--- src/rtl/cpu_pkg.sv ---
// rtl/cpu_pkg.sv - shared core constants and the writeback result-select enum
package cpu_pkg;

  localparam int DATA_W     = 16;
  localparam int REG_ADDR_W = 4;

  // Result select carried from the control unit through MEM/WB into writeback.
  typedef enum logic [1:0] {
    RES_ALU = 2'b00,
    RES_MEM = 2'b01,
    RES_PC2 = 2'b10,
    RES_BAD = 2'b11
  } result_src_e;

endpackage

--- src/rtl/regfile_core.sv ---
// rtl/regfile_core.sv - register array, 1 sync write, 2 async reads, optional WB_BYPASS_EN write-first bypass
module regfile_core
  import cpu_pkg::*;
#(
  parameter int DATA_W     = cpu_pkg::DATA_W,
  parameter int NUM_REGS   = 16,
  parameter int R0_IS_ZERO = 1,
  parameter int AW         = $clog2(NUM_REGS)
) (
  input  logic              clk,
  input  logic              reset,
  input  logic              we,
  input  logic [AW-1:0]     waddr,
  input  logic [DATA_W-1:0] wdata,
  input  logic [AW-1:0]     ra1,
  input  logic [AW-1:0]     ra2,
  output logic [DATA_W-1:0] rd1,
  output logic [DATA_W-1:0] rd2
);

  localparam bit R0Z = (R0_IS_ZERO != 0);

  logic [DATA_W-1:0] regs [NUM_REGS];

  // Storage: cleared on reset, one write per cycle when the commit is effective.
  always_ff @(posedge clk) begin
    if (!reset) begin
      for (int i = 0; i < NUM_REGS; i++) regs[i] <= '0;
    end else if (we) begin
      regs[waddr] <= wdata;
    end
  end

  // Read ports: array contents, optional same-cycle bypass, R0 forced to zero last.
  always_comb begin
    rd1 = regs[ra1];
    rd2 = regs[ra2];
`ifdef WB_BYPASS_EN
    if (we && (ra1 == waddr)) rd1 = wdata;
    if (we && (ra2 == waddr)) rd2 = wdata;
`endif
    if (R0Z && (ra1 == '0)) rd1 = '0;
    if (R0Z && (ra2 == '0)) rd2 = '0;
  end

endmodule

--- src/rtl/writeback_regfile.sv ---
// rtl/writeback_regfile.sv - writeback result select, commit, retire counter, illegal flag (WB_BYPASS_EN passes to regfile_core)
module writeback_regfile
  import cpu_pkg::*;
#(
  parameter int DATA_W     = cpu_pkg::DATA_W,
  parameter int NUM_REGS   = 16,
  parameter int R0_IS_ZERO = 1,
  parameter int CNT_W      = 32,
  parameter int AW         = $clog2(NUM_REGS)
) (
  input  logic              clk,
  input  logic              reset,
  input  logic              regWrite_in,
  input  logic [1:0]        resultSrc_in,
  input  logic [DATA_W-1:0] pc_plus2_in,
  input  logic [AW-1:0]     rd_in,
  input  logic [DATA_W-1:0] aluRes_in,
  input  logic [DATA_W-1:0] readData_in,
  input  logic [AW-1:0]     ra1,
  input  logic [AW-1:0]     ra2,
  output logic [DATA_W-1:0] rd1,
  output logic [DATA_W-1:0] rd2,
  output logic              wb_we,
  output logic [AW-1:0]     wb_rd,
  output logic [DATA_W-1:0] wb_result,
  output logic [CNT_W-1:0]  retire_count,
  output logic              illegal_src
);

  localparam bit R0Z = (R0_IS_ZERO != 0);

  result_src_e src;
  logic        bad_sel;

  assign src     = result_src_e'(resultSrc_in);
  assign bad_sel = regWrite_in && (src == RES_BAD);
  assign wb_rd   = rd_in;

  // Result mux; the illegal encoding yields zero so nothing stale leaks to forwarding.
  always_comb begin
    wb_result = '0;
    case (src)
      RES_ALU: wb_result = aluRes_in;
      RES_MEM: wb_result = readData_in;
      RES_PC2: wb_result = pc_plus2_in;
      default: wb_result = '0;
    endcase
  end

  // Effective commit: drops illegal selects, R0 writes (when hardwired) and reset cycles.
  always_comb begin
    wb_we = regWrite_in && (src != RES_BAD) && !(R0Z && (rd_in == '0)) && reset;
  end

  // Retire counter, wraps naturally at all-ones.
  always_ff @(posedge clk) begin
    if (!reset)     retire_count <= '0;
    else if (wb_we) retire_count <= retire_count + CNT_W'(1);
  end

  // Sticky illegal-select flag, only reset clears it.
  always_ff @(posedge clk) begin
    if (!reset)       illegal_src <= 1'b0;
    else if (bad_sel) illegal_src <= 1'b1;
  end

  regfile_core #(
    .DATA_W    (DATA_W),
    .NUM_REGS  (NUM_REGS),
    .R0_IS_ZERO(R0_IS_ZERO),
    .AW        (AW)
  ) u_core (
    .clk  (clk),
    .reset(reset),
    .we   (wb_we),
    .waddr(rd_in),
    .wdata(wb_result),
    .ra1  (ra1),
    .ra2  (ra2),
    .rd1  (rd1),
    .rd2  (rd2)
  );

endmodule
--- config.mk ---
export PLATFORM = sky130hd
export DESIGN_NAME = writeback_regfile
export DESIGN_NICKNAME = d
export VERILOG_FILES = /design/src/rtl/cpu_pkg.sv /design/src/rtl/regfile_core.sv /design/src/rtl/writeback_regfile.sv
export SDC_FILE = /design/constraint.sdc
export NUM_CORES = 1
export LEC_CHECK = 0
export CAP_MARGIN = 30
export CORE_MARGIN = 2
export CORE_UTILIZATION = 58
export CTS_CLUSTER_DIAMETER = 50
export DETAILED_ROUTE_END_ITERATION = 8
export PLACE_DENSITY = 0.86
export SETUP_SLACK_MARGIN = 0.3
export SKIP_CTS_REPAIR_TIMING = 1
export SLEW_MARGIN = 20
export SYNTH_ARGS = -nofsm -noshare
export SYNTH_HDL_FRONTEND = slang
export SYNTH_HIERARCHICAL = 1
export SYNTH_SLANG_ARGS = --single-unit
export TNS_END_PERCENT = 20
--- constraint.sdc ---
create_clock -name clk -period 3.35 [get_ports clk]
set_input_delay 0.335 -clock clk [delete_from_list [all_inputs] [get_ports clk]]
set_output_delay 0.335 -clock clk [all_outputs]
set_load 0.005 [all_outputs]
==> results_dict.tcl <==
set metrics [dict create \
    rsz0062_at_grt "true" \
    yosys-top-cells-count "242 x and2_1, 241 x edfxtp_1, 132 x mux2i_1, 64 x mux4_2, 61 x a21oi_1" \
    ys_warn_count 6 \
    dp_hpwl_mm 28.6 \
    drc_errors 0 \
    pin_count 151 \
    worst_slew_pin_slew_ns 0.898 \
    holdPathEnd "illegal_src" \
    die_h_um 166 \
    drtIter0Drc 1324 \
    synthArstFlopShare_pct 0 \
    row_count 59 \
    synthDominantCellAreaShare_pct 47.8 \
    place_ws_ns 0.318 \
    drive_gt1_share_pct 18.3 \
    dp.cells 1655 \
    start_util_pct 58.6 \
    p_per_area_nw_per_um2 463 \
    place_area_sq_um 17200 \
    dr_total_vias 11300 \
    vdd_drop_max_mv 0.387 \
    regArea_sq_um 7900 \
    worst-path-max-fanout 23 \
    synth.distinct_cells 64 \
    timing.rr.start "retire_count[0]" \
    diodes 0 \
    fin_ws_ns 0.244 \
    maxCapViolations 0 \
    critPathKind "primary input to primary output" \
    cpMaxStageDelayCell "clkdlybuf4s50_1" \
    timing.rr.end "retire_count[30]" \
    numClockSinks 274 \
    worstPathCellList "clkdlybuf4s50_1, buf_4, a21oi_1, a31oi_1, o21ai_0, o31ai_1, clkdlybuf4s50_1" \
    ant_nets 0 \
    finClkSkew_ns 0.00733 \
    fin_cells 1714 \
    fin_setup_tns_ns 0 \
    hold_viol 0 \
    grt_pass1_vias 11300 \
    dr.pass1.iters 6 \
    holdPathStages 3 \
    critPathMostFrequentCell "clkdlybuf4s50_1" \
    grt_antenna_before_repair 0 \
    rrSetupSlack_ns 0.91 \
    die_w_um 166 \
    multi_input_area_sq_um 6650 \
    syn_to_final_growth_pct 20.2 \
    yosysSeqAreaShare_pct 52.1 \
    synth_area_leaders "edfxtp_1 48%, and2_1 10%, mux4_2 9.5%, mux2i_1 8.7%, dfxtp_1 4.4%" \
    grt_start_max_net_pins 36 \
    synth.most_common_cell "and2_1" \
    max_slew_margin_pct 39.8 \
    finalSetupViolations 0 \
    root_buffer "clkbuf_16" \
    slew_viol_final 0 \
    port_buffers 150 \
    wl_per_cell_um 25.7 \
    min_from "regWrite_in" \
    grt_pass1_wl_mm 65.2 \
    utilization_pct 70.4 \
    synth_nets 1255 \
    synthesis.area_sq_um 15100 \
    arrival_ns 2.77 \
    ys_seq_elements 274 \
    n_fill_cell 1669 \
    hold_path_class "primary input to register" \
    post-route-min-period_ns 3.11 \
    gp_congestion 0.904 \
    wirelength_mm 44.0 \
    synth_area_leader_cell "edfxtp_1" \
    grtUsageMet1_pct 40.5 \
    dieArea_sq_um 27400 \
    final_nets 1420 \
    status "complete, no violations" \
    viasPerCell 6.61 \
    synthFlopType "edfxtp_1" \
    grt_overflow 0 \
    syn_area_per_cell_sq_um 12.7 \
    p_leak_nw 6.57 \
    max_freq_mhz 322 \
    busiest_layer "met2" \
    cts_buffers 31 \
    clkLatencyLatePin_ns 0.56 \
    final_area_sq_um 18200 \
    track_usage_pct 32.1 \
    met3_usage_pct 5.74 \
    core_sq_um 25800 \
    worst_path_largest_cell_delay_ns 0.60 \
    netlist_instances 1189 \
    endpoint_kind "primary output" \
    cts.reportedPaths.clkPinSlew_ns 0.06 \
    htree_levels 1 \
    crit_required_ns 3.01 \
    met2_usage_pct 53.6 \
    ff2ff_path_depth 5 \
    cts_tree "done" \
    synth_edf_count 241 \
    period_share_pct 92.7 \
    start_kind "primary input" \
    clockBufferDepth 3 \
]
[metal layers]
layer | vias to the layer above | part of all wire, % | wire length (um)
li1 | 4836 | - | -
met1 | 5567 | 36 | 15800
met2 | 783 | 49 | 21600
met3 | 149 | 10 | 4530
met4 | 0 | 4.8 | 2130
met5 | - | 0 | 0
[worst max-delay path by stage]
stage | from | end | slack [ns] | cells past startpoint
final | ra1[0] | rd1[14] | 0.24 | 7
after global routing | ra1[0] | rd1[14] | 0.20 | 7
after CTS | ra1[0] | rd1[14] | 0.30 | 7
after detailed placement | ra1[0] | rd1[14] | 0.32 | 7
after global placement | reset | u_core/regs[2][9] | 0.35 | 7
after floorplan | resultSrc_in[1] | u_core/regs[3][0] | 0.20 | 8
[where the power goes]
part | switching, mW | internal [mW]
combinational | 0.605 | 0.547
sequential | 0.0961 | 3.87
clock | 1.43 | 1.88
total | 2.13 | 6.30
[cells in the final DEF (no fill, tap or decap), types with 23 or more instances in the layout]
| cell | n |
|---|---|
| nor2_1 | 28 |
| o21ai_1 | 23 |
| nand2_1 | 43 |
| mux4_2 | 64 |
| a21oi_1 | 61 |
| clkbuf_16 | 31 |
| buf_4 | 84 |
| mux2i_1 | 132 |
| and2_1 | 242 |
| dfxtp_1 | 33 |
| edfxtp_1 | 241 |
| clkdlybuf4s50_1 | 145 |
[worst max-delay path, delay by kind of cell]
family | cells | cell delay (ns)
buf+inv | 3 | 1.61
compound gates | 4 | 0.82
[area by class of cell]
cell class	count	area share (%)
Tap cell	335	2.30
Clock buffer	33	4.30
Clock inverter	25	1.24
Inverter	12	0.248
Timing Repair Buffer	237	12.0
Sequential cell	274	43.4
Multi-Input combinational cell	798	36.5
[state kept, by name, summed over array words and instances (netlist names)]
signal / cells
illegal_src: 1
u_core/regs: 241
retire_count: 32
[metrics by stage]
step | power, mW | hold WS, ns
floorplan | 4.60 | 0.459
global placement | 5.11 | 0.455
detailed placement | 5.15 | 0.459
CTS | 8.40 | 0.461
global route | 8.64 | 0.482
finish | 8.43 | 0.479
[kinds of logic after synthesis]
kind of cell	synth area share [%]
simple gates	16.1
flops	52.1
mux	20.0
compound gates	7.46
buf+inv	4.02
xor+xnor	0.174
fa+ha+maj	0.0826
Note: power is estimated with default switching activity, not from simulation.
